===== src/rtl/piradip_sample_buffer_sequencer_if.sv =====
// piradip_sample_buffer_sequencer_if: sequencer-to-sample-buffer control bus.
//   stream_update       - one-cycle strobe; buffer latches the fields below
//   stream_active       - buffer should play (1) or stop (0)
//   stream_one_shot     - play the region once, then pulse stream_stopped
//   stream_start_offset - first word of the region to play
//   stream_end_offset   - last word of the region to play
//   stream_stopped      - buffer -> sequencer pulse at the end of a one-shot play
// The master modport is the sequencer side and the slave modport is the buffer side.
interface piradip_sample_buffer_sequencer_if #(
  parameter int OFFSET_WIDTH = 16
);
  logic                    stream_update;
  logic                    stream_active;
  logic                    stream_one_shot;
  logic [OFFSET_WIDTH-1:0] stream_start_offset;
  logic [OFFSET_WIDTH-1:0] stream_end_offset;
  logic                    stream_stopped;
  modport master (
    output stream_update, stream_active, stream_one_shot,
    output stream_start_offset, stream_end_offset,
    input  stream_stopped
  );
  modport slave (
    input  stream_update, stream_active, stream_one_shot,
    input  stream_start_offset, stream_end_offset,
    output stream_stopped
  );
endinterface


===== src/rtl/piradip_sample_buffer_sequencer.sv =====
// piradip_sample_buffer_sequencer: plays a table of buffer segments, each repeated, optionally looping.
//   aclk, aresetn          - clock and asynchronous active-low reset
//   seg_wr_*               - segment table write port (start, end, repeat at seg_wr_idx)
//   num_segments           - number of table entries in use (1..NUM_SEGMENTS)
//   arm/abort/trigger      - control: arm from idle, start on a trigger rising edge, abort anytime
//   loop_forever           - wrap back to segment 0 instead of finishing
//   stream                 - buffer control bus (master side)
//   busy/done/cur_seg/seg_error - status
// Optional: define PIRADIP_SEQ_TRIGGER_SYNC_EN to pass trigger through a 2-flop synchronizer.
module piradip_sample_buffer_sequencer #(
  parameter  int OFFSET_WIDTH = 16,
  parameter  int NUM_SEGMENTS = 4,
  parameter  int REPEAT_WIDTH = 8,
  localparam int IDXW = (NUM_SEGMENTS > 1) ? $clog2(NUM_SEGMENTS) : 1
) (
  input  logic                    aclk,
  input  logic                    aresetn,
  input  logic                    seg_wr_en,
  input  logic [IDXW-1:0]         seg_wr_idx,
  input  logic [OFFSET_WIDTH-1:0] seg_wr_start,
  input  logic [OFFSET_WIDTH-1:0] seg_wr_end,
  input  logic [REPEAT_WIDTH-1:0] seg_wr_repeat,
  input  logic [IDXW:0]           num_segments,
  input  logic                    arm,
  input  logic                    abort,
  input  logic                    trigger,
  input  logic                    loop_forever,
  piradip_sample_buffer_sequencer_if.master stream,
  output logic                    busy,
  output logic                    done,
  output logic [IDXW-1:0]         cur_seg,
  output logic                    seg_error
);
  typedef enum logic [2:0] {IDLE, ARMED, LOAD, RUN, FINISH} state_t;
  state_t state, state_n;
  logic [IDXW-1:0]         seg, seg_n;
  logic [REPEAT_WIDTH-1:0] rep, rep_n;
  logic [OFFSET_WIDTH-1:0] tab_start [NUM_SEGMENTS];
  logic [OFFSET_WIDTH-1:0] tab_end   [NUM_SEGMENTS];
  logic [REPEAT_WIDTH-1:0] tab_rep   [NUM_SEGMENTS];
  logic [OFFSET_WIDTH-1:0] start_q, end_q;
  logic trig_s, trig_q, trig_rise, load_bad, upd_q, active_q;
  logic num_ok, abort_hit, seg_done, bad_n, upd_load, upd_stop;
  // Table has no reset so a programmed sequence survives aresetn.
  always_ff @(posedge aclk)
    if (seg_wr_en && int'(seg_wr_idx) < NUM_SEGMENTS) begin
      tab_start[seg_wr_idx] <= seg_wr_start;
      tab_end[seg_wr_idx]   <= seg_wr_end;
      tab_rep[seg_wr_idx]   <= seg_wr_repeat;
    end
`ifdef PIRADIP_SEQ_TRIGGER_SYNC_EN
  logic [1:0] trig_sync;
  always_ff @(posedge aclk or negedge aresetn)
    if (!aresetn) trig_sync <= '0;
    else trig_sync <= {trig_sync[0], trigger};
  assign trig_s = trig_sync[1];
`else
  assign trig_s = trigger;
`endif
  assign trig_rise = trig_s & ~trig_q;
  assign num_ok    = num_segments != '0 && int'(num_segments) <= NUM_SEGMENTS;
  assign abort_hit = abort && state != IDLE;
  // A malformed segment skips its play and is treated like a finished one.
  assign seg_done  = (state == RUN && stream.stream_stopped) || (state == LOAD && load_bad);
  assign bad_n     = tab_end[seg_n] < tab_start[seg_n];
  assign upd_load  = state_n == LOAD && !bad_n;
  assign upd_stop  = abort_hit || state_n == FINISH;
  always_comb begin
    state_n = state;
    seg_n   = seg;
    rep_n   = rep;
    case (state)
      IDLE:    if (arm && num_ok) state_n = ARMED;
      ARMED:   if (trig_rise) begin
                 state_n = LOAD;
                 seg_n   = '0;
                 rep_n   = '0;
               end
      LOAD:    state_n = RUN;
      FINISH:  state_n = IDLE;
      default: ;
    endcase
    if (seg_done) begin
      if (rep < tab_rep[seg]) begin
        rep_n   = rep + 1'b1;
        state_n = LOAD;
      end else begin
        rep_n = '0;
        if (({1'b0, seg} + 1'b1) < num_segments) begin
          seg_n   = seg + 1'b1;
          state_n = LOAD;
        end else if (loop_forever) begin
          seg_n   = '0;
          state_n = LOAD;
        end else state_n = FINISH;
      end
    end
    if (abort_hit) begin
      state_n = IDLE;
      seg_n   = seg;
      rep_n   = rep;
    end
  end
  // Outputs are registered from the next state so they line up with the state they describe.
  always_ff @(posedge aclk or negedge aresetn)
    if (!aresetn) begin
      state     <= IDLE;
      seg       <= '0;
      rep       <= '0;
      trig_q    <= 1'b0;
      load_bad  <= 1'b0;
      busy      <= 1'b0;
      done      <= 1'b0;
      seg_error <= 1'b0;
      upd_q     <= 1'b0;
      active_q  <= 1'b0;
      start_q   <= '0;
      end_q     <= '0;
    end else begin
      state    <= state_n;
      seg      <= seg_n;
      rep      <= rep_n;
      trig_q   <= trig_s;
      load_bad <= state_n == LOAD && bad_n;
      busy     <= state_n != IDLE;
      done     <= state_n == FINISH;
      upd_q    <= upd_load || upd_stop;
      if (upd_load) begin
        active_q <= 1'b1;
        start_q  <= tab_start[seg_n];
        end_q    <= tab_end[seg_n];
      end else if (upd_stop) active_q <= 1'b0;
      if (state_n == LOAD && bad_n) seg_error <= 1'b1;
      else if (state == IDLE && state_n == ARMED) seg_error <= 1'b0;
    end
  assign cur_seg                    = seg;
  assign stream.stream_update       = upd_q;
  assign stream.stream_active       = active_q;
  assign stream.stream_one_shot     = active_q;
  assign stream.stream_start_offset = start_q;
  assign stream.stream_end_offset   = end_q;
endmodule

===== src/flat_wrapper.sv =====
// flat-port wrapper written by rule: the top's interface ports become plain ports
module piradip_sample_buffer_sequencer_flat 
#(
  parameter  int OFFSET_WIDTH = 16,
  parameter  int NUM_SEGMENTS = 4,
  parameter  int REPEAT_WIDTH = 8,
  localparam int IDXW = (NUM_SEGMENTS > 1) ? $clog2(NUM_SEGMENTS) : 1
)
  (aclk, aresetn, seg_wr_en, seg_wr_idx, seg_wr_start, seg_wr_end, seg_wr_repeat, num_segments, arm, abort, trigger, loop_forever, busy, done, cur_seg, seg_error, stream_stream_update, stream_stream_active, stream_stream_one_shot, stream_stream_start_offset, stream_stream_end_offset, stream_stream_stopped);
  piradip_sample_buffer_sequencer_if #(.OFFSET_WIDTH(OFFSET_WIDTH)) stream_i ();
  input  logic aclk;
  input  logic aresetn;
  input  logic seg_wr_en;
  input  logic [IDXW-1:0] seg_wr_idx;
  input  logic [OFFSET_WIDTH-1:0] seg_wr_start;
  input  logic [OFFSET_WIDTH-1:0] seg_wr_end;
  input  logic [REPEAT_WIDTH-1:0] seg_wr_repeat;
  input  logic [IDXW:0] num_segments;
  input  logic arm;
  input  logic abort;
  input  logic trigger;
  input  logic loop_forever;
  output logic busy;
  output logic done;
  output logic [IDXW-1:0] cur_seg;
  output logic seg_error;
  output wire logic [$bits(stream_i.stream_update)-1:0] stream_stream_update;
  output wire logic [$bits(stream_i.stream_active)-1:0] stream_stream_active;
  output wire logic [$bits(stream_i.stream_one_shot)-1:0] stream_stream_one_shot;
  output wire logic [$bits(stream_i.stream_start_offset)-1:0] stream_stream_start_offset;
  output wire logic [$bits(stream_i.stream_end_offset)-1:0] stream_stream_end_offset;
  input wire logic [$bits(stream_i.stream_stopped)-1:0] stream_stream_stopped;
  assign stream_stream_update = stream_i.stream_update;
  assign stream_stream_active = stream_i.stream_active;
  assign stream_stream_one_shot = stream_i.stream_one_shot;
  assign stream_stream_start_offset = stream_i.stream_start_offset;
  assign stream_stream_end_offset = stream_i.stream_end_offset;
  assign stream_i.stream_stopped = stream_stream_stopped;
  piradip_sample_buffer_sequencer #(.OFFSET_WIDTH(OFFSET_WIDTH), .NUM_SEGMENTS(NUM_SEGMENTS), .REPEAT_WIDTH(REPEAT_WIDTH)) u_core (.aclk(aclk), .aresetn(aresetn), .seg_wr_en(seg_wr_en), .seg_wr_idx(seg_wr_idx), .seg_wr_start(seg_wr_start), .seg_wr_end(seg_wr_end), .seg_wr_repeat(seg_wr_repeat), .num_segments(num_segments), .arm(arm), .abort(abort), .trigger(trigger), .loop_forever(loop_forever), .stream(stream_i), .busy(busy), .done(done), .cur_seg(cur_seg), .seg_error(seg_error));
endmodule

===== config.mk =====
export PLATFORM = sky130hd
export DESIGN_NAME = piradip_sample_buffer_sequencer_flat
export DESIGN_NICKNAME = d
export VERILOG_FILES = /design/src/rtl/piradip_sample_buffer_sequencer_if.sv /design/src/rtl/piradip_sample_buffer_sequencer.sv /design/src/flat_wrapper.sv
export SDC_FILE = /design/constraint.sdc
export NUM_CORES = 1
export LEC_CHECK = 0
export BUFFER_PORTS_ARGS = -buffer_cell sky130_fd_sc_hd__buf_2
export CAP_MARGIN = 10
export CELL_PAD_IN_SITES_DETAIL_PLACEMENT = 2
export CELL_PAD_IN_SITES_GLOBAL_PLACEMENT = 2
export CORE_AREA = 2 2 156 158
export DETAILED_ROUTE_END_ITERATION = 8
export DIE_AREA = 0 0 158 160
export GPL_TIMING_DRIVEN = 0
export PLACE_DENSITY_LB_ADDON = 0.1
export SLEW_MARGIN = 10
export SYNTH_ARGS = -nofsm -noshare
export SYNTH_HDL_FRONTEND = slang
export SYNTH_SLANG_ARGS = --single-unit

===== constraint.sdc =====
create_clock -name aclk -period 5.5 [get_ports aclk]
set_input_delay 0.825 -clock aclk [delete_from_list [all_inputs] [get_ports aclk]]
set_output_delay 0.825 -clock aclk [all_outputs]
set_load 0.05 [all_outputs]

==> out/results.md, run 1 <==
| Result | Reported |
|---|---|
| Outcome | finished, final reports clean |
| Startpoint class of the critical path | flop |
| Largest net degree at the start of global routing | 53 |
| Nets | 818 |
| Die Wd | 158 µm |
| Register cell area after layout | 6110 µm² |
| Residual overflow from global routing | 0 |
| Sequential-to-total area share from yosys stat | 68.7% |
| Predominant post-synthesis flop cell | sky130_fd_sc_hd__edfxtp_1 |
| Cell type with the largest total area after synthesis | sky130_fd_sc_hd__edfxtp_1 |
| Post-Syn Instances | 582 |
| Dominant combinational cell family by area after synthesis | multiplexers |
| Leakage | 4.55 nW |
| Std cell rows | 57 |
| Origin of the critical flop-to-flop path | u_core.cur_seg[0] |
| Category of the worst setup path capture point | flop |
| Filler instances | 2341 |
| Minimum period implied by the final worst setup slack | 5.42 ns |
| Detailed Routing Iterations Pass 1 | 4 |
| Overall Global Routing Usage | 19.7% |
| Worst-path clk slew | 0.06 ns |
| Effective utilization at floorplan | 37.3% |
| Wire length of the first global-routing pass | 37300 µm |
| WL/cell | 22.9 µm |
| Die Span Y | 160 µm |
| CTS tree | built |
| Setup clock skew after layout | 0.0180 ns |
| Logic depth of the worst register-to-register path | 25 |
| Final hold violation count | 0 |
| # setup viols final | 0 |
| Multiplexer share of the synthesized area | 12.3% |
| Number of enable-type register cells in the synthesized netlist | 160 |
| Initial DRC Count | 219 |
| Worst Setup Path Type | reg2reg |
| Number of standard cells in the layout, taps in and fillers out | 1082 |
| Remaining antenna violation count after routing | 0 |
| Syn-to-layout area delta | 28.8% |
| Htree depth | 1 |
| Core Region | 23800 µm² |
| Cell area after synthesis | 8880 µm² |
| Total detailed-routing wirelength | 24800 µm |
| Xor/xnor cell area share of the yosys netlist | 0.0986% |
| Min-delay worst type | in2async |
| HPWL after DPL | 16800 µm |
| Area of combinational cells with multiple inputs | 2790 µm² |
| Start point of the critical path | u_core.cur_seg[0] |
| Number of remaining DRC errors | 0 |
| Share of the synthesized area in the top cell type | 54.1% |
| Number of buffers added to fix hold violations after cts | 0 |
| Count of cell types in the netlist | 45 |
| Worst reg-to-reg setup slack | 0.08 ns |
| Antenna violations before repair | 0 |
| Die Area | 25300 µm² |
| Crit path DAT | 5.84 ns |
| Cell at the root of the clock tree | sky130_fd_sc_hd__clkbuf_16 |
| Mapped Avg Cell Area | 15.3 µm² |
| Synthesized-area fraction occupied by ao, oa, aoi and oai cells | 6.54% |
| Boundary Pins | 93 |
| Req. time, crit path | 5.91 ns |
| Worst Path Max Fanout | 10 |
| Post-synthesis adder-cell area fraction | 3.66% |
| Placed cell count | 1009 |
| Total power per unit cell area | 427 nW/µm² |
| Max rail drop VDD | 0.305 mV |
| Routability cong. | 0.734 |
| Endpoint of the worst-slack reg-to-reg timing path | u_core.stream.stream_end_offset[12] |
| Number of buffers created by CTS | 25 |
| Clock network latency to the later pin of the worst-skew pair | 0.54 ns |
| Final antenna diode count | 0 |
| Via count of the first global-routing pass | 6287 |
| Most common cell after layout, fill and taps aside | sky130_fd_sc_hd__edfxtp_1 |
| Clock Sinks | 212 |
| Quantity of I/O buffers inserted on ports | 92 |
| Share of synthesized flip-flops with an asynchronous set or reset | 24.5% |
| Final critical-path share of the clock period | 98.6% |
| Via count normalized by instance count | 5.10 |
| Max-capacitance violation count | 0 |
| Synthesized Nets | 661 |
| Post-synthesis share of cell area spent on and, or, nand and nor gates | 5.86% |
| Timing-limited maximum frequency | 184 MHz |
| Flip-flop and latch count after synthesis | 212 |
| Min Hold Slack | 0.350 ns |
| RSZ-0062 raised after global routing | true |
| Share of cells above drive strength 1 | 36.8% |
| Slew headroom | 47.8% |
| Slew at the pin closest to its max-slew limit | 0.784 ns |
| Detailed-route via count | 5515 |
| Slew Limit Fails | 0 |
| Biggest area contributors in the synthesized netlist | sky130_fd_sc_hd__edfxtp_1 (54%), sky130_fd_sc_hd__dfrtp_1 (15%), sky130_fd_sc_hd__mux2i_1 (5.3%), sky130_fd_sc_hd__ha_1 (3.7%), sky130_fd_sc_hd__mux4_2 (2.5%) |
| Number of warning messages in the yosys log | 0 |
| Number of buffers between clock root and the deepest sink | 3 |
| Most used cells in the layout excluding fill and tap cells | sky130_fd_sc_hd__edfxtp_1 (160), sky130_fd_sc_hd__buf_2 (92), sky130_fd_sc_hd__dfrtp_1 (51), sky130_fd_sc_hd__mux2i_1 (44), sky130_fd_sc_hd__nand2_1 (33) |
==> per-stage QoR <==
| step | setup TNS, ns | setup WS (ns) | util (%) | power [mW] | area [µm²] |
|---|---|---|---|---|---|
| finish | 0 | 0.0759 | 48.0 | 4.88 | 11400 |
| global route | -1.57 | -0.104 | 48.0 | 5.08 | 11400 |
| CTS | 0 | 0.00273 | 47.2 | 4.90 | 11200 |
| detailed placement | -42.27 | -1.38 | 42.0 | 3.23 | 10000 |
| global placement | -117.30 | -2.01 | 41.1 | 3.18 | 9780 |
| floorplan | 0 | 0.00112 | - | 2.88 | 8920 |
==> Yosys cell counts (all sizes together) (4+ instances only) <==
cell type / n
nor2b: 19
o21ai: 32
dfrtp: 52
nor3: 4
nand2: 33
a21oi: 26
mux4: 10
edfxtp: 160
inv: 34
nor2: 14
mux2: 31
a21o: 5
a211oi: 16
ha: 26
nand4: 8
mux2i: 47
clkbuf: 11
and3: 5
buf: 13
nand3: 7
and2: 4
==> layout make-up <==
cell class	instances	share of cell area [%]
Sequential cell	212	53.4
Multi-Input combinational cell	312	24.4
Timing Repair Buffer	131	8.25
Clock buffer	32	5.96
Tap cell	324	3.54
Buffer	23	2.36
Inverter	34	1.12
Clock inverter	14	0.984
==> worst max-delay path by stage <==
stage                                                 to  cells after the start
global placement                    u_core.tab_end[0][0]                      2
detailed placement    u_core.stream.stream_end_offset[0]                     24
CTS                   u_core.stream.stream_end_offset[9]                     25
finish               u_core.stream.stream_end_offset[12]                     25
global route        u_core.stream.stream_start_offset[0]                     28
floorplan            u_core.stream.stream_end_offset[10]                     25
==> cells by family (layout without fill, tap and decap cells) <==
family / after synthesis / in the layout
flip-flops: 212 / 212
adder cells (fa/ha/maj): 26 / 26
XOR/XNOR: 1 / 1
AND/OR/NAND/NOR: 103 / 103
AO/OA/AOI/OAI: 94 / 94
multiplexers: 88 / 88
buffers and inverters: 58 / 234
==> timing repair <==
item / in CTS / in global routing
setup endpoints to repair: 36 / 34
cloned: 1 / 1
gates resized for setup: 78 / 40
setup buffers: 19 / 8
pin swaps: 14 / 16
==> registers in the layout, indices dropped and copies added (netlist names) <==
register / flops
u_core.tab_rep: 32
u_core.tab_end: 64
u_core.stream.stream_update: 1
u_core.tab_start: 64
u_core.state: 3
u_core.done: 1
u_core.stream.stream_start_offset: 16
u_core.cur_seg: 2
u_core.rep: 8
u_core.trig_q: 1
u_core.stream.stream_active: 1
u_core.stream.stream_end_offset: 16
u_core.load_bad: 1
u_core.seg_error: 1
u_core.busy: 1
==> where the power goes <==
group | switching, mW | internal [mW] | total, mW
clock network | 0.659 | 0.927 | 1.59
registers | 0.119 | 1.94 | 2.06
logic | 0.837 | 0.403 | 1.24
total | 1.61 | 3.27 | 4.88
==> layer usage <==
metal	vias to the layer above	share of wire, %	track usage (%)
met3	26	3.0	3.12
li1	2502	-	-
met1	2899	43	25.5
met4	0	1.5	3.77
met5	-	0	0
met2	88	52	35.0
==> critical path, cell delays in order (launching register included) <==
cell and delay, ns:
sky130_fd_sc_hd__dfrtp_2 0.38, sky130_fd_sc_hd__buf_12 0.14, sky130_fd_sc_hd__mux4_2 0.52, sky130_fd_sc_hd__inv_2 0.09, sky130_fd_sc_hd__ha_4 0.19, sky130_fd_sc_hd__nand4_1 0.15
sky130_fd_sc_hd__o21bai_2 0.12, sky130_fd_sc_hd__a211o_1 0.26, sky130_fd_sc_hd__a31oi_1 0.16, sky130_fd_sc_hd__o22a_1 0.18, sky130_fd_sc_hd__buf_6 0.14, sky130_fd_sc_hd__clkbuf_16 0.16
sky130_fd_sc_hd__mux2_4 0.31, sky130_fd_sc_hd__o21ai_4 0.23, sky130_fd_sc_hd__ha_4 0.24, sky130_fd_sc_hd__a21o_1 0.18, sky130_fd_sc_hd__a21o_1 0.15, sky130_fd_sc_hd__a21o_1 0.15
sky130_fd_sc_hd__a21o_1 0.18, sky130_fd_sc_hd__a21oi_2 0.20, sky130_fd_sc_hd__o21ai_4 0.11, sky130_fd_sc_hd__o21ba_4 0.24, sky130_fd_sc_hd__a21oi_4 0.13, sky130_fd_sc_hd__buf_6 0.16
sky130_fd_sc_hd__buf_12 0.16, sky130_fd_sc_hd__mux2_4 0.32
No activity file was read; power rests on OpenSTA's default activity.
==> run 2: changes to the inputs <==
--- a/config.mk
+++ b/config.mk
@@ -9,9 +9,9 @@
 export CAP_MARGIN = 10
 export CELL_PAD_IN_SITES_DETAIL_PLACEMENT = 2
 export CELL_PAD_IN_SITES_GLOBAL_PLACEMENT = 2
-export CORE_AREA = 2 2 156 158
+export CORE_AREA = 2 2 163 165
 export DETAILED_ROUTE_END_ITERATION = 8
-export DIE_AREA = 0 0 158 160
+export DIE_AREA = 0 0 165 167
 export GPL_TIMING_DRIVEN = 0
 export PLACE_DENSITY_LB_ADDON = 0.1
 export SLEW_MARGIN = 10
==> run 2 against run 1 <==
Effect of this change: sequential share of layout area grew 0.064 points; combinational power hardly changed; clock power is essentially flat; setup slack better by 0.039 ns; cell count is 1.0% higher; sequential power hardly changed; critical endpoint unchanged; highest routed layer unchanged.
==> out/results.md, run 2 (synthesis results as in run 1) <==
| Result | Reported | vs previous |
|---|---|---|
| Outcome | finished, final reports clean | unchanged |
| Leakage | 4.53 nW | was 4.55 nW |
| # setup viols final | 0 | unchanged |
| Ordered list of cells on the worst path | buf_12, mux4_2, inv_2, ha_4, nand4_1, o21bai_2, a211oi_4, or3_1, a32o_1, buf_6, clkbuf_2, a21oi_2, ha_1, a21o_1, a21o_1, a21o_1, a21oi_2, o21ai_4, o21ba_4, a21oi_4, buf_4, buf_12, mux2_4 |  |
| Most used cells in the layout excluding fill and tap cells | sky130_fd_sc_hd__edfxtp_1 (160), sky130_fd_sc_hd__buf_2 (92), sky130_fd_sc_hd__dfrtp_1 (51), sky130_fd_sc_hd__mux2i_1 (46), sky130_fd_sc_hd__nand2_1 (33) | was sky130_fd_sc_hd__edfxtp_1 (160), sky130_fd_sc_hd__buf_2 (92), sky130_fd_sc_hd__dfrtp_1 (51), sky130_fd_sc_hd__mux2i_1 (44), sky130_fd_sc_hd__nand2_1 (33) |
| Number of buffers created by CTS | 24 | was 25 |
| Slew at the pin closest to its max-slew limit | 0.790 ns | was 0.784 ns |
| Remaining antenna violation count after routing | 0 | unchanged |
| Number of standard cells in the layout, taps in and fillers out | 1093 | was 1082 |
| Worst-path clk slew | 0.06 ns | about the same |
| Detailed Routing Iterations Pass 1 | 4 | unchanged |
| Total detailed-routing wirelength | 25000 µm | was 24800 µm |
| Slowest stage cell, crit path | sky130_fd_sc_hd__mux4_2 | unchanged |
| Most common cell type on the critical path | sky130_fd_sc_hd__a21o_1 | unchanged |
| Effective utilization at floorplan | 34.5% | was 37.3% |
| Initial DRC Count | 252 | was 219 |
| Total power per unit cell area | 426 nW/µm² | was 427 nW/µm² |
| Die Wd | 165 µm | was 158 µm |
| Req. time, crit path | 5.90 ns | was 5.91 ns |
| Minimum period implied by the final worst setup slack | 5.39 ns | was 5.42 ns |
| Post-route design area | 11400 µm² | about the same |
| Min-delay worst type | in2async | unchanged |
| HPWL after DPL | 16700 µm | was 16800 µm |
| Nets | 818 | unchanged |
| WL/cell | 22.9 µm | about the same |
| Number of remaining DRC errors | 0 | unchanged |
| Slew headroom | 47.3% | was 47.8% |
| Max-capacitance violation count | 0 | unchanged |
| Number of buffers between clock root and the deepest sink | 3 | unchanged |
| Syn-to-layout area delta | 28.6% | was 28.8% |
| Share of cells above drive strength 1 | 35.9% | was 36.8% |
| Filler instances | 2484 | was 2341 |
| Slew Limit Fails | 0 | unchanged |
| Clock network latency to the later pin of the worst-skew pair | 0.51 ns | was 0.54 ns |
| Antenna violations before repair | 1 | was 0 |
| Most common cell after layout, fill and taps aside | sky130_fd_sc_hd__edfxtp_1 | unchanged |
| Final hold violation count | 0 | unchanged |
| Worst Setup Path Type | reg2reg | unchanged |
| Via count normalized by instance count | 5.05 | was 5.10 |
| CTS tree | built | unchanged |
| Biggest registers after layout | u_core.tab_end (64), u_core.tab_start (64), u_core.tab_rep (32) | unchanged |
| Largest net degree at the start of global routing | 53 | unchanged |
| Placed cell count | 1018 | was 1009 |
| Via count of the first global-routing pass | 6228 | was 6287 |
| Die Span Y | 167 µm | was 160 µm |
| Category of the worst setup path capture point | flop | unchanged |
| Post-placement cell area | 9960 µm² | was 10000 µm² |
| Die Area | 27600 µm² | was 25300 µm² |
| Setup clock skew after layout | 0.00940 ns | was 0.0180 ns |
| Number of buffers added to fix hold violations after cts | 0 | unchanged |
| Timing-limited maximum frequency | 186 MHz | was 184 MHz |
| Clock Sinks | 212 | unchanged |
| Overall Global Routing Usage | 18.4% | was 19.7% |
| Quantity of I/O buffers inserted on ports | 92 | unchanged |
| Htree depth | 1 | unchanged |
| Worst Path Max Fanout | 10 | unchanged |
| Wire length of the first global-routing pass | 37900 µm | was 37300 µm |
| Max rail drop VDD | 0.288 mV | was 0.305 mV |
| Core Region | 25800 µm² | was 23800 µm² |
| Std cell rows | 59 | was 57 |
| Routability cong. | 0.758 | was 0.734 |
| Cell at the root of the clock tree | sky130_fd_sc_hd__clkbuf_16 | unchanged |
| Residual overflow from global routing | 0 | unchanged |
| Startpoint class of the critical path | flop | unchanged |
| RSZ-0062 raised after global routing | true | unchanged |
| Crit path DAT | 5.78 ns | was 5.84 ns |
| Detailed-route via count | 5518 | was 5515 |
| Boundary Pins | 93 | unchanged |
| Slowest Stage Delay on Critical Path | 0.50 ns | was 0.52 ns |
| Setup Total Neg Slack | 0 ns | unchanged |
| Min Hold Slack | 0.363 ns | was 0.350 ns |
| Final critical-path share of the clock period | 97.9% | was 98.6% |
-- run 2: cell count changes in the layout (fill, tap and decap cells not counted), moves of 3 or more --
cell,before,now
sky130_fd_sc_hd__mux2_4,17,14
sky130_fd_sc_hd__buf_12,5,14
sky130_fd_sc_hd__clkinv_2,8,4
sky130_fd_sc_hd__o21ai_2,5,2
sky130_fd_sc_hd__clkbuf_8,4,7
sky130_fd_sc_hd__buf_16,6,2
sky130_fd_sc_hd__mux2_2,14,17
-- run 2: critical path: cells and delay by family, from the launching register on --
kind	cells	cell delay, ns
AO/OA/AOI/OAI	11	2.09
flip-flops	1	0.39
adder cells (fa/ha/maj)	2	0.43
AND/OR/NAND/NOR	2	0.56
buffers and inverters	6	0.94
multiplexers	2	0.80
-- run 2: area by class of cell --
class	instances	area [µm²]	share of cell area (%)
sequential	212	6110	53.5
multi-input combinational	312	2750	24.1
timing repair buffer	134	973	8.52
clock buffer	38	744	6.52
tap	335	419	3.67
buffer	21	265	2.32
inverter	34	128	1.12
clock inverter	6	35.0	0.307
antenna	1	2.50	0.0219
-- run 2: through the flow --
stage / power [mW] / setup WS (ns) / util [%]
global route: 5.07 / -0.115 / 44.3
floorplan: 2.88 / 0.00112 / -
CTS: 4.88 / 0.00968 / 43.7
global placement: 3.18 / -1.92 / 38.0
finish: 4.86 / 0.115 / 44.3
detailed placement: 3.22 / -1.49 / 38.7
-- run 2: final timing paths --
kind / startpoint / to / slack, ns / cells past startpoint
max: u_core.cur_seg[0] / u_core.stream.stream_end_offset[12] / 0.11 / 23
min: aresetn / u_core.rep[5] / 0.36 / 1
max reg2reg: u_core.cur_seg[0] / u_core.stream.stream_end_offset[12] / 0.11 / 23
min reg2reg: u_core.seg_error / u_core.seg_error / 0.51 / 2
max in group asynchronous: aresetn / u_core.cur_seg[0] / 4.56 / 1
min in group aclk: trigger / u_core.trig_q / 0.47 / 1
-- run 2: timing repair --
action | 4_1_cts | 5_1_grt
pin swaps | 13 | 16
gates resized for setup | 81 | 34
buffers inserted | 22 | 11
setup endpoints to repair | 36 | 34
cloned | 1 | 0
-- run 2: routing by layer --
layer,track usage [%],vias up,wire [µm]
met5,0,-,0
met4,3.21,0,308
met3,2.86,26,894
met2,32.7,94,13200
met1,23.8,2890,10600
li1,-,2508,-
-- run 2: report_power, final --
part           switching (mW)  leakage (nW)  internal (mW)
Combinational           0.839          2.04          0.403
Sequential              0.116          2.10           1.94
Clock                   0.643         0.381          0.926
Total                    1.60          4.53           3.26
==> run 3: changes to the inputs <==
==> constraint.sdc (replaced) <==
create_clock -name aclk -period 5.5 [get_ports aclk]
set_input_delay 0.825 -clock aclk [delete_from_list [all_inputs] [get_ports aclk]]
set_output_delay 0.825 -clock aclk [all_outputs]
set_load 0.02 [all_outputs]
==> run 3 against run 2 <==
Effect of this change: flip-flop and latch count unchanged; register-to-register slack got worse by 0.03 ns; maximum frequency fell by 0.53%; non-clock buffer count up 2; combinational power shrank 26%; power fell by 3.5%; critical endpoint is now u_core.stream.stream_start_offset[0]; clock skew increased by 0.0094 ns; critical path depth rose by 4; largest cell class unchanged; sequential share of layout area shrank 0.64 points; die area unchanged; cell area up 1.2%; setup slack worse by 0.028 ns.
==> out/results.md, run 3 (synthesis results as in run 1) <==
| Result | Reported | vs previous |
|---|---|---|
| Outcome | finished, final reports clean | unchanged |
| Die Area | 27600 µm² | unchanged |
| Sw Ratio | 27.1% | was 32.9% |
| Setup Total Neg Slack | 0 ns | unchanged |
| Slew headroom | 38.6% | was 47.3% |
| Most common cell after layout, fill and taps aside | sky130_fd_sc_hd__edfxtp_1 | unchanged |
| Quantity of I/O buffers inserted on ports | 92 | unchanged |
| Boundary Pins | 93 | unchanged |
| Initial DRC Count | 275 | was 252 |
| Worst slack at placement | -1.68 ns | was -1.49 ns |
| Std cell rows | 59 | unchanged |
| Worst Path Max Fanout | 10 | unchanged |
| Final hold violation count | 0 | unchanged |
| RSZ-0062 raised after global routing | true | unchanged |
| PnR worst setup slack | 0.0865 ns | was 0.115 ns |
| Register cell area after layout | 6110 µm² | unchanged |
| Number of buffers between clock root and the deepest sink | 3 | unchanged |
| Effective utilization at floorplan | 34.5% | unchanged |
| Total power per unit cell area | 406 nW/µm² | was 426 nW/µm² |
| Filler instances | 2471 | was 2484 |
| Wire length of the first global-routing pass | 37700 µm | was 37900 µm |
| Part of the power in the clock network | 36.6% | was 32.3% |
| Endpoint of the worst-slack reg-to-reg timing path | u_core.stream.stream_start_offset[0] | was u_core.stream.stream_end_offset[12] |
| # setup viols final | 0 | unchanged |
| Setup clock skew after layout | 0.0188 ns | was 0.00940 ns |
| Remaining antenna violation count after routing | 0 | unchanged |
| Syn-to-layout area delta | 30.2% | was 28.6% |
| Crit path DAT | 5.81 ns | was 5.78 ns |
| Logic pwr share | 19.5% | was 25.5% |
| Nets | 821 | was 818 |
| Most used cells in the layout excluding fill and tap cells | sky130_fd_sc_hd__edfxtp_1 (160), sky130_fd_sc_hd__buf_2 (92), sky130_fd_sc_hd__dfrtp_1 (51), sky130_fd_sc_hd__mux2i_1 (44) | was sky130_fd_sc_hd__edfxtp_1 (160), sky130_fd_sc_hd__buf_2 (92), sky130_fd_sc_hd__dfrtp_1 (51), sky130_fd_sc_hd__mux2i_1 (46), sky130_fd_sc_hd__nand2_1 (33) |
| Die Span Y | 167 µm | unchanged |
| Worst Setup Path Type | reg2reg | unchanged |
| Category of the worst setup path capture point | flop | unchanged |
| CTS tree | built | unchanged |
| Min Hold Slack | 0.367 ns | was 0.363 ns |
| Timing-limited maximum frequency | 185 MHz | was 186 MHz |
| WL/cell | 22.5 µm | was 22.9 µm |
| Logic depth of the worst register-to-register path | 27 | was 23 |
| Clock network latency to the later pin of the worst-skew pair | 0.53 ns | was 0.51 ns |
| Origin of the critical flop-to-flop path | u_core.cur_seg[0] | unchanged |
| Area of combinational cells with multiple inputs | 2810 µm² | was 2750 µm² |
| Worst-path clk slew | 0.05 ns | was 0.06 ns |
| Antenna violations before repair | 0 | was 1 |
| Total detailed-routing wirelength | 24600 µm | was 25000 µm |
| Biggest registers after layout | u_core.tab_end (64), u_core.tab_start (64), u_core.tab_rep (32) | unchanged |
| Detailed Routing Iterations Pass 1 | 4 | unchanged |
| Cell at the root of the clock tree | sky130_fd_sc_hd__clkbuf_16 | unchanged |
| Startpoint class of the critical path | flop | unchanged |
| Number of remaining DRC errors | 0 | unchanged |
| Worst reg-to-reg setup slack | 0.09 ns | was 0.11 ns |
| Reg power frac | 43.8% | was 42.2% |
| Min-delay worst type | in2async | unchanged |
| Internal power consumption | 3.42 mW | was 3.26 mW |
| Final critical-path share of the clock period | 98.4% | was 97.9% |
| Slew at the pin closest to its max-slew limit | 0.917 ns | was 0.790 ns |
| Largest net degree at the start of global routing | 53 | unchanged |
| Routability cong. | 0.766 | was 0.758 |
| Req. time, crit path | 5.90 ns | about the same |
| Leakage | 4.61 nW | was 4.53 nW |
| Number of buffers added to fix hold violations after cts | 0 | unchanged |
| Clock Sinks | 212 | unchanged |
| Total net switching power | 1.27 mW | was 1.60 mW |
| Overall Global Routing Usage | 18.2% | was 18.4% |
| Minimum period implied by the final worst setup slack | 5.41 ns | was 5.39 ns |
| Final antenna diode count | 0 | was 1 |
| Detailed-route via count | 5516 | was 5518 |
| Residual overflow from global routing | 0 | unchanged |
| Core Region | 25800 µm² | unchanged |
| Htree depth | 1 | unchanged |
| Die Wd | 165 µm | unchanged |
| Slew Limit Fails | 0 | unchanged |
| Via count of the first global-routing pass | 6357 | was 6228 |
| Share of cells above drive strength 1 | 36.8% | was 35.9% |
| Max-capacitance violation count | 0 | unchanged |
| Via count normalized by instance count | 5.03 | was 5.05 |
| HPWL after DPL | 16200 µm | was 16700 µm |
| Max rail drop VDD | 0.263 mV | was 0.288 mV |
| Number of buffers created by CTS | 25 | was 24 |
[run 3: routing by layer]
layer  vias to the layer above  part of all wire, %  global-route usage [%]
met5                         -                    0                       0
met4                         0                  1.8                    3.74
met3                        29                  3.3                    2.89
met2                       100                   53                    32.8
met1                      2874                   42                    22.9
li1                       2513                    -                       -
[run 3: final cells by class]
type                            count  share of cell area [%]
Clock buffer                       34                    5.79
Multi-Input combinational cell    312                    24.3
Sequential cell                   212                    52.8
Timing Repair Buffer              136                    8.24
Clock inverter                     12                    1.61
Buffer                             21                    2.49
Tap cell                          335                    3.63
Inverter                           34                    1.10
[run 3: power groups by stage]
stage	sequential [mW]	clock, mW	combinational (mW)
after detailed placement	2.09	0	0.822
after global placement	2.08	0	0.794
final	2.06	1.72	0.918
after floorplan	2.22	0	0.359
after global routing	2.08	1.82	0.996
after CTS	2.06	1.77	0.893
[run 3: worst max-delay path, cell delays in order, from the launching register on]
cell and delay [ns]:
sky130_fd_sc_hd__dfrtp_2 0.38, sky130_fd_sc_hd__buf_12 0.14, sky130_fd_sc_hd__mux4_2 0.53, sky130_fd_sc_hd__inv_2 0.09, sky130_fd_sc_hd__ha_4 0.13, sky130_fd_sc_hd__nand4_1 0.15, sky130_fd_sc_hd__o21bai_2 0.25, sky130_fd_sc_hd__a211oi_4 0.08
sky130_fd_sc_hd__buf_4 0.15, sky130_fd_sc_hd__or3_1 0.34, sky130_fd_sc_hd__a32o_2 0.37, sky130_fd_sc_hd__buf_12 0.17, sky130_fd_sc_hd__buf_8 0.14, sky130_fd_sc_hd__nand2_2 0.09, sky130_fd_sc_hd__o21ai_4 0.08, sky130_fd_sc_hd__ha_4 0.24
sky130_fd_sc_hd__a21o_1 0.16, sky130_fd_sc_hd__a21o_1 0.15, sky130_fd_sc_hd__a21o_1 0.16, sky130_fd_sc_hd__a21o_1 0.19, sky130_fd_sc_hd__a21oi_2 0.21, sky130_fd_sc_hd__o21ai_4 0.11, sky130_fd_sc_hd__o21ba_4 0.24, sky130_fd_sc_hd__a21oi_4 0.15
sky130_fd_sc_hd__buf_4 0.14, sky130_fd_sc_hd__buf_6 0.10, sky130_fd_sc_hd__buf_6 0.08, sky130_fd_sc_hd__mux2_4 0.28
[run 3: worst max path at each step]
stage | start | to | depth (start not counted)
final | u_core.cur_seg[0] | u_core.stream.stream_start_offset[0] | 27
after global routing | u_core.cur_seg[0] | u_core.stream.stream_start_offset[0] | 27
after CTS | u_core.cur_seg[0] | u_core.stream.stream_end_offset[3] | 27
after detailed placement | u_core.cur_seg[0] | u_core.stream.stream_start_offset[13] | 24
after global placement | seg_wr_idx[0] | u_core.tab_end[0][0] | 2
after floorplan | u_core.cur_seg[0] | u_core.stream.stream_end_offset[10] | 25
[run 3: through the flow]
step	cell area, µm²	std cells	power [mW]	utilization [%]
finish	11600	1096	4.69	44.9
global route	11600	1096	4.90	44.9
CTS	11200	1082	4.72	43.5
detailed placement	9880	1016	2.91	38.4
global placement	9780	1009	2.87	37.9
floorplan	8900	582	2.58	-
[run 3: timing repair]
item,4_1_cts,5_1_grt
resized for setup,84,66
gates cloned,1,1
buffers inserted,19,18
endpoints found under the setup margin,36,34
pin swaps,14,24
